===== config.mk =====
export PLATFORM = sky130hd
export DESIGN_NAME = cle_label_packer
export DESIGN_NICKNAME = d
export VERILOG_FILES = /design/src/rtl/cle_label_packer_pkg.sv /design/src/rtl/cle_bit_packer.sv /design/src/rtl/cle_label_packer.sv
export SDC_FILE = /design/constraint.sdc
export NUM_CORES = 1
export LEC_CHECK = 0
export ABC_AREA = 1
export BUFFER_PORTS_ARGS = -buffer_cell sky130_fd_sc_hd__buf_2
export CAP_MARGIN = 5
export CORE_ASPECT_RATIO = 0.75
export CORE_UTILIZATION = 40
export DETAILED_ROUTE_END_ITERATION = 10
export SETUP_SLACK_MARGIN = 0.05
export SYNTH_ARGS = -nofsm -noshare
export SYNTH_HDL_FRONTEND = slang
export SYNTH_SLANG_ARGS = --single-unit

===== constraint.sdc =====
create_clock -name clk -period 2.2 [get_ports clk]
set_clock_uncertainty 0.1 [all_clocks]
set_input_delay 0 -clock clk [delete_from_list [all_inputs] [get_ports clk]]
set_output_delay 0 -clock clk [all_outputs]
set_load 0.05 [all_outputs]

===== src/rtl/cle_label_packer_pkg.sv =====
// Shared constants, FSM state type and label-map to packed-image address helpers.
package cle_pkg;

  localparam int IMG_DIM    = 32;
  localparam int PIX_ADDR_W = 2 * $clog2(IMG_DIM);
  localparam int PK_BYTES   = 128;
  localparam int PK_ADDR_W  = $clog2(PK_BYTES);

  localparam logic [PIX_ADDR_W-1:0] PIX_LAST = '1;

  typedef enum logic [1:0] {IDLE, READ, DRAIN, DONE} state_e;

  // Packed byte holding pixel {row,col}: {row, col[4:3]}
  function automatic logic [PK_ADDR_W-1:0] pk_byte_idx(input logic [PIX_ADDR_W-1:0] pix);
    return pix[PIX_ADDR_W-1:3];
  endfunction

  // Bit within that byte; the lowest column lands in the MSB
  function automatic logic [2:0] pk_bit_idx(input logic [PIX_ADDR_W-1:0] pix);
    return 3'd7 - pix[2:0];
  endfunction

endpackage


===== src/rtl/cle_bit_packer.sv =====
// MSB-first bit accumulator: presents a full byte combinationally alongside its 8th bit.
module cle_bit_packer (
  input  logic       clk,
  input  logic       reset,
  input  logic       clr,
  input  logic       bit_en,
  input  logic       bit_in,
  output logic       byte_valid,
  output logic [7:0] pk_byte
);

  logic [6:0] sr;
  logic [2:0] cnt;

  assign byte_valid = bit_en && (cnt == 3'd7);
  assign pk_byte    = {sr, bit_in};

  always_ff @(posedge clk or posedge reset) begin
    if (reset) begin
      sr  <= '0;
      cnt <= '0;
    end else if (clr) begin
      sr  <= '0;
      cnt <= '0;
    end else if (bit_en) begin
      sr  <= {sr[5:0], bit_in};
      cnt <= cnt + 3'd1;
    end
  end

endmodule


===== src/rtl/cle_label_packer.sv =====
// Reads the 32x32 label map back and writes it out as the 128-byte packed binary image.
// Optional CLE_PIXCNT_EN builds a foreground pixel counter on pix_cnt (tied to 0 otherwise).
module cle_label_packer
  import cle_pkg::*;
#(
  parameter int LABEL_W     = 8,
  parameter bit DONE_STICKY = 1'b1
) (
  input  logic                  clk,
  input  logic                  reset,
  input  logic                  start,
  output logic                  busy,
  output logic                  done,
  output logic [PIX_ADDR_W-1:0] sram_a,
  input  logic [LABEL_W-1:0]    sram_q,
  output logic                  sram_wen,
  output logic [PK_ADDR_W-1:0]  pk_a,
  output logic [7:0]            pk_d,
  output logic                  pk_wen,
  output logic [PIX_ADDR_W:0]   pix_cnt
);

  state_e                state, state_nxt;
  logic                  accept;
  logic                  rd_vld;  // sram_q carries the pixel at cap_a this cycle
  logic [PIX_ADDR_W-1:0] cap_a;
  logic                  fg;
  logic                  byte_valid;
  logic [7:0]            pk_byte;

  assign accept   = (state == IDLE) && start;
  assign busy     = (state == READ) || (state == DRAIN);
  assign sram_wen = 1'b1;
  assign fg       = |sram_q;

  always_comb begin
    state_nxt = state;
    case (state)
      IDLE:    if (start) state_nxt = READ;
      READ:    if (sram_a == PIX_LAST) state_nxt = DRAIN;
      // first DRAIN cycle still captures the last pixel; second carries the last write
      DRAIN:   if (!rd_vld) state_nxt = DONE;
      DONE:    state_nxt = IDLE;
      default: state_nxt = IDLE;
    endcase
  end

  always_ff @(posedge clk or posedge reset) begin
    if (reset) begin
      state  <= IDLE;
      sram_a <= '0;
      rd_vld <= 1'b0;
      cap_a  <= '0;
      pk_a   <= '0;
      pk_d   <= '0;
      pk_wen <= 1'b1;
      done   <= 1'b0;
    end else begin
      state  <= state_nxt;
      sram_a <= (state == READ && sram_a != PIX_LAST) ? sram_a + 1'b1 : '0;
      rd_vld <= (state == READ);
      cap_a  <= sram_a;
      pk_wen <= !byte_valid;
      if (byte_valid) begin
        pk_d <= pk_byte;
        pk_a <= pk_byte_idx(cap_a);
      end
      if (accept)
        done <= 1'b0;
      else if (state_nxt == DONE)
        done <= 1'b1;
      else if (!DONE_STICKY)
        done <= 1'b0;
    end
  end

  cle_bit_packer u_pack (
    .clk        (clk),
    .reset      (reset),
    .clr        (accept),
    .bit_en     (rd_vld),
    .bit_in     (fg),
    .byte_valid (byte_valid),
    .pk_byte    (pk_byte)
  );

`ifdef CLE_PIXCNT_EN
  logic [PIX_ADDR_W:0] pix_q;

  always_ff @(posedge clk or posedge reset) begin
    if (reset)
      pix_q <= '0;
    else if (accept)
      pix_q <= '0;
    else if (rd_vld && fg)
      pix_q <= pix_q + 1'b1;
  end

  assign pix_cnt = pix_q;
`else
  assign pix_cnt = '0;
`endif

endmodule


==> impl_metrics.yaml <==
floorplan:
  num_rows: 21
  chipWidth_um: 83.6
  die_h_um: 63.2
  core_area_sq_um: 4620
  io_pins: 51
  start_util_pct: 43.2
  die_area_sq_um: 5290
setup_path:
  rrSetupSlack_ns: 0.54
  crit_type: "primary input to flip-flop"
  r2r-start: "u_pack.cnt[0]"
  critPathBufInv: 4
  critical_path_arrival_ns: 2.13
  worstPathMaxFanout: 2
  crit_path_frequent_cell: "dlygate4sd3_1"
  required_ns: 2.29
  cp-start-kind: "primary input"
  cpPeakStageDelay_ns: 0.57
  slowest_stage: "dlygate4sd3_1"
  reg2reg_depth: 4
  path_cells: "dlygate4sd3_1, buf_2, nor4_1, dlygate4sd3_1, and2_1, dlygate4sd3_1, o22ai_1"
  crit_path_end_kind: "flip-flop"
  worstReg2RegEnd: "pk_a[6]"
  cp_top_family: "buffers and inverters"
clock_tree:
  post_cts_buffers: 0
  cts_inserted_buffers: 5
  cts_resized: 0
  worstSkewPairLatency_ns: 0.30
  cts.sinks: 47
  cts_tree: "yes"
  ctsLongestPathBuffers: 2
  htreeDepth: 2
  root_buffer: "clkbuf_8"
  cts.clk_slew.worst_paths_ns: 0.09
sta:
  slew_violations: 0
  fmax_mhz: 490
  fin_setup_tns_ns: 0
  setup_ws_ns: 0.159
  period_share_pct: 92.8
  period_needed_ns: 2.04
  setup_viol: 0
  grt_setup_unrepaired: "false"
  hold_viol: 0
global_routing:
  grt_pass1_wl_mm: 6.17
  grt_max_degree: 18
  grt_pass1_vias: 1278
  antenna_found_initial: 0
  gr-total-overflow: 0
  grt_usage_pct: 15.1
final_layout:
  utilization_pct: 51.5
  syn2layout_area_growth_pct: 19.0
  final_common_cell: "dfrtp_1"
  diodes: 0
  fin_nets: 257
  final_area_sq_um: 2380
  num-fill-cells: 428
  regArea_sq_um: 1180
  final_cell_mix: "46 x dfrtp_1, 38 x buf_2, 26 x nand2_1"
  multi_input_comb_area_sq_um: 656
  final_layout_size_suffix_gt1_share_pct: 28.0
synth:
  yosysWarnings: 0
  synth_xor_xnor_area_share_pct: 0
  syn_area_per_cell_sq_um: 10.5
  synth_area_leaders: "dfrtp_1 58%, ha_1 5.0%, buf_4 4.9%, nand2_1 4.9%, inv_1 4.3%"
  synth_top_family_by_area: "simple AND/OR/NAND/NOR gates"
  netlist_area_sq_um: 2000
  synthAdderAreaFrac_pct: 5.01
  synth_compound_area_share_pct: 7.57
  syn-instance-count: 190
  yosysTopAreaCellShare_pct: 57.6
  synth_top_area_cell: "dfrtp_1"
  synthSimpleGateAreaFrac_pct: 14.0
  synthMuxAreaShare_pct: 3.94
  ys_ff_latch: 47
  ys_seq_area_share_pct: 58.9
  ys_types: 28
power:
  power.total_mw: 2.73
  sw_frac_of_total_pct: 40.5
  seq_power_share_pct: 41.5
  power.density_nw_per_um2: 1150
  leakage_nw: 1.28
  pwr-share-comb_pct: 35.1
  vdd_ir_drop_max_v: 0.000638
  internal-power_mw: 1.63
  switchingPower_mw: 1.11
  clkPwrFrac_pct: 23.4
worst_hold_path:
  hp-class: "primary input to flip-flop"
  min_delay_worst_endpoint: "pk_d[0]"
  holdPathStages: 4
  worstHoldStart: "sram_q[2]"
drt:
  via_per_inst: 4.65
  drc: 0
  vias: 1375
  post_drt_wl_per_cell_um: 12.1
  routed_wl_mm: 3.59
  ant_nets: 0
  initialDrtViolationCount: 55
  drtPass1Iterations: 5
placement:
  placement.io_buffers: 38
  place_congestion: 0.808
  post-place-ws_ns: 0.547
  post-dp-hpwl_mm: 2.60
  place_area_sq_um: 2210
run:
  cap_viol_max_count: 0
run_status:
  status: "finished, final reports clean"
[area by class of cell]
cell class | count | area share [%]
repair buffers | 46 | 11.0
flip-flops and latches | 47 | 49.5
multi-input cells | 112 | 27.5
well taps | 57 | 3.00
clock buffers | 5 | 2.89
inverters | 26 | 4.10
clock inverters | 3 | 1.95
[power by group through the flow]
stage	clock network, mW	registers, mW	logic (mW)
2_1_floorplan	0	1.43	0.507
3_3_place_gp	0	1.15	0.947
3_5_place_dp	0	1.16	0.962
4_1_cts	0.656	1.14	0.968
5_1_grt	0.684	1.16	1.06
6_report	0.640	1.14	0.959
[metal layers]
layer | global-route usage (%) | up-vias | wire length, um
li1 | - | 681 | -
met4 | 6.36 | 0 | 61
met3 | 3.80 | 7 | 141
met5 | 0 | - | 0
met1 | 21.4 | 656 | 1780
met2 | 22.0 | 31 | 1610
[synthesized netlist by cell type, drive strengths merged]
library cell	count
dfrtp	46
a21boi	1
o21ai	10
nand2	29
mux2	7
o22ai	7
conb	2
nand3	7
dfstp	1
inv	26
buf	14
nor2	10
ha	8
nor4	4
o21a	1
clkbuf	1
and2	1
nor3b	3
a21oi	7
nor3	5
[worst min-delay path: cells and delay by family]
kind | cells | cell delay, ns
buf+inv | 1 | 0.08
simple gates | 2 | 0.18
compound gates | 1 | 0.15
[cells by family (layout without fill, tap and decap cells)]
kind of cell / Yosys count / count (layout)
mux: 7 / 7
simple gates: 59 / 59
other cells: 2 / 12
fa+ha+maj: 8 / 8
buf+inv: 41 / 80
compound gates: 26 / 26
flops: 47 / 47
[through the flow]
step | std cells | hold slack [ns]
2_1_floorplan | 200 | 0.103
3_3_place_gp | 283 | -0.130
3_5_place_dp | 283 | -0.130
4_1_cts | 296 | 0.0339
5_1_grt | 296 | 0.0464
6_report | 296 | 0.0464
[timing repair]
item                                    CTS  global route
hold buffers                              5             0
hold endpoints to repair                 52             0
endpoints found under the setup margin    0             0
[registers in the layout (all words and copies together), names as in the netlist]
name        flops
pk_wen          1
state           2
rd_vld          1
u_pack.cnt      3
sram_a         10
u_pack.sr       7
done            1
pk_d            8
cap_a           7
pk_a            7
[worst max-delay path by stage]
stage / start / endpoint / slack (ns) / cells past startpoint
floorplan: sram_a[0] / sram_a[9] / 0.39 / 8
global placement: u_pack.cnt[0] / pk_d[0] / 0.56 / 5
detailed placement: u_pack.cnt[0] / pk_a[1] / 0.55 / 4
CTS: sram_q[6] / u_pack.sr[0] / 0.22 / 7
global route: sram_q[6] / u_pack.sr[0] / 0.05 / 7
finish: sram_q[6] / u_pack.sr[0] / 0.16 / 7
Power figures use the tool's default switching activity.
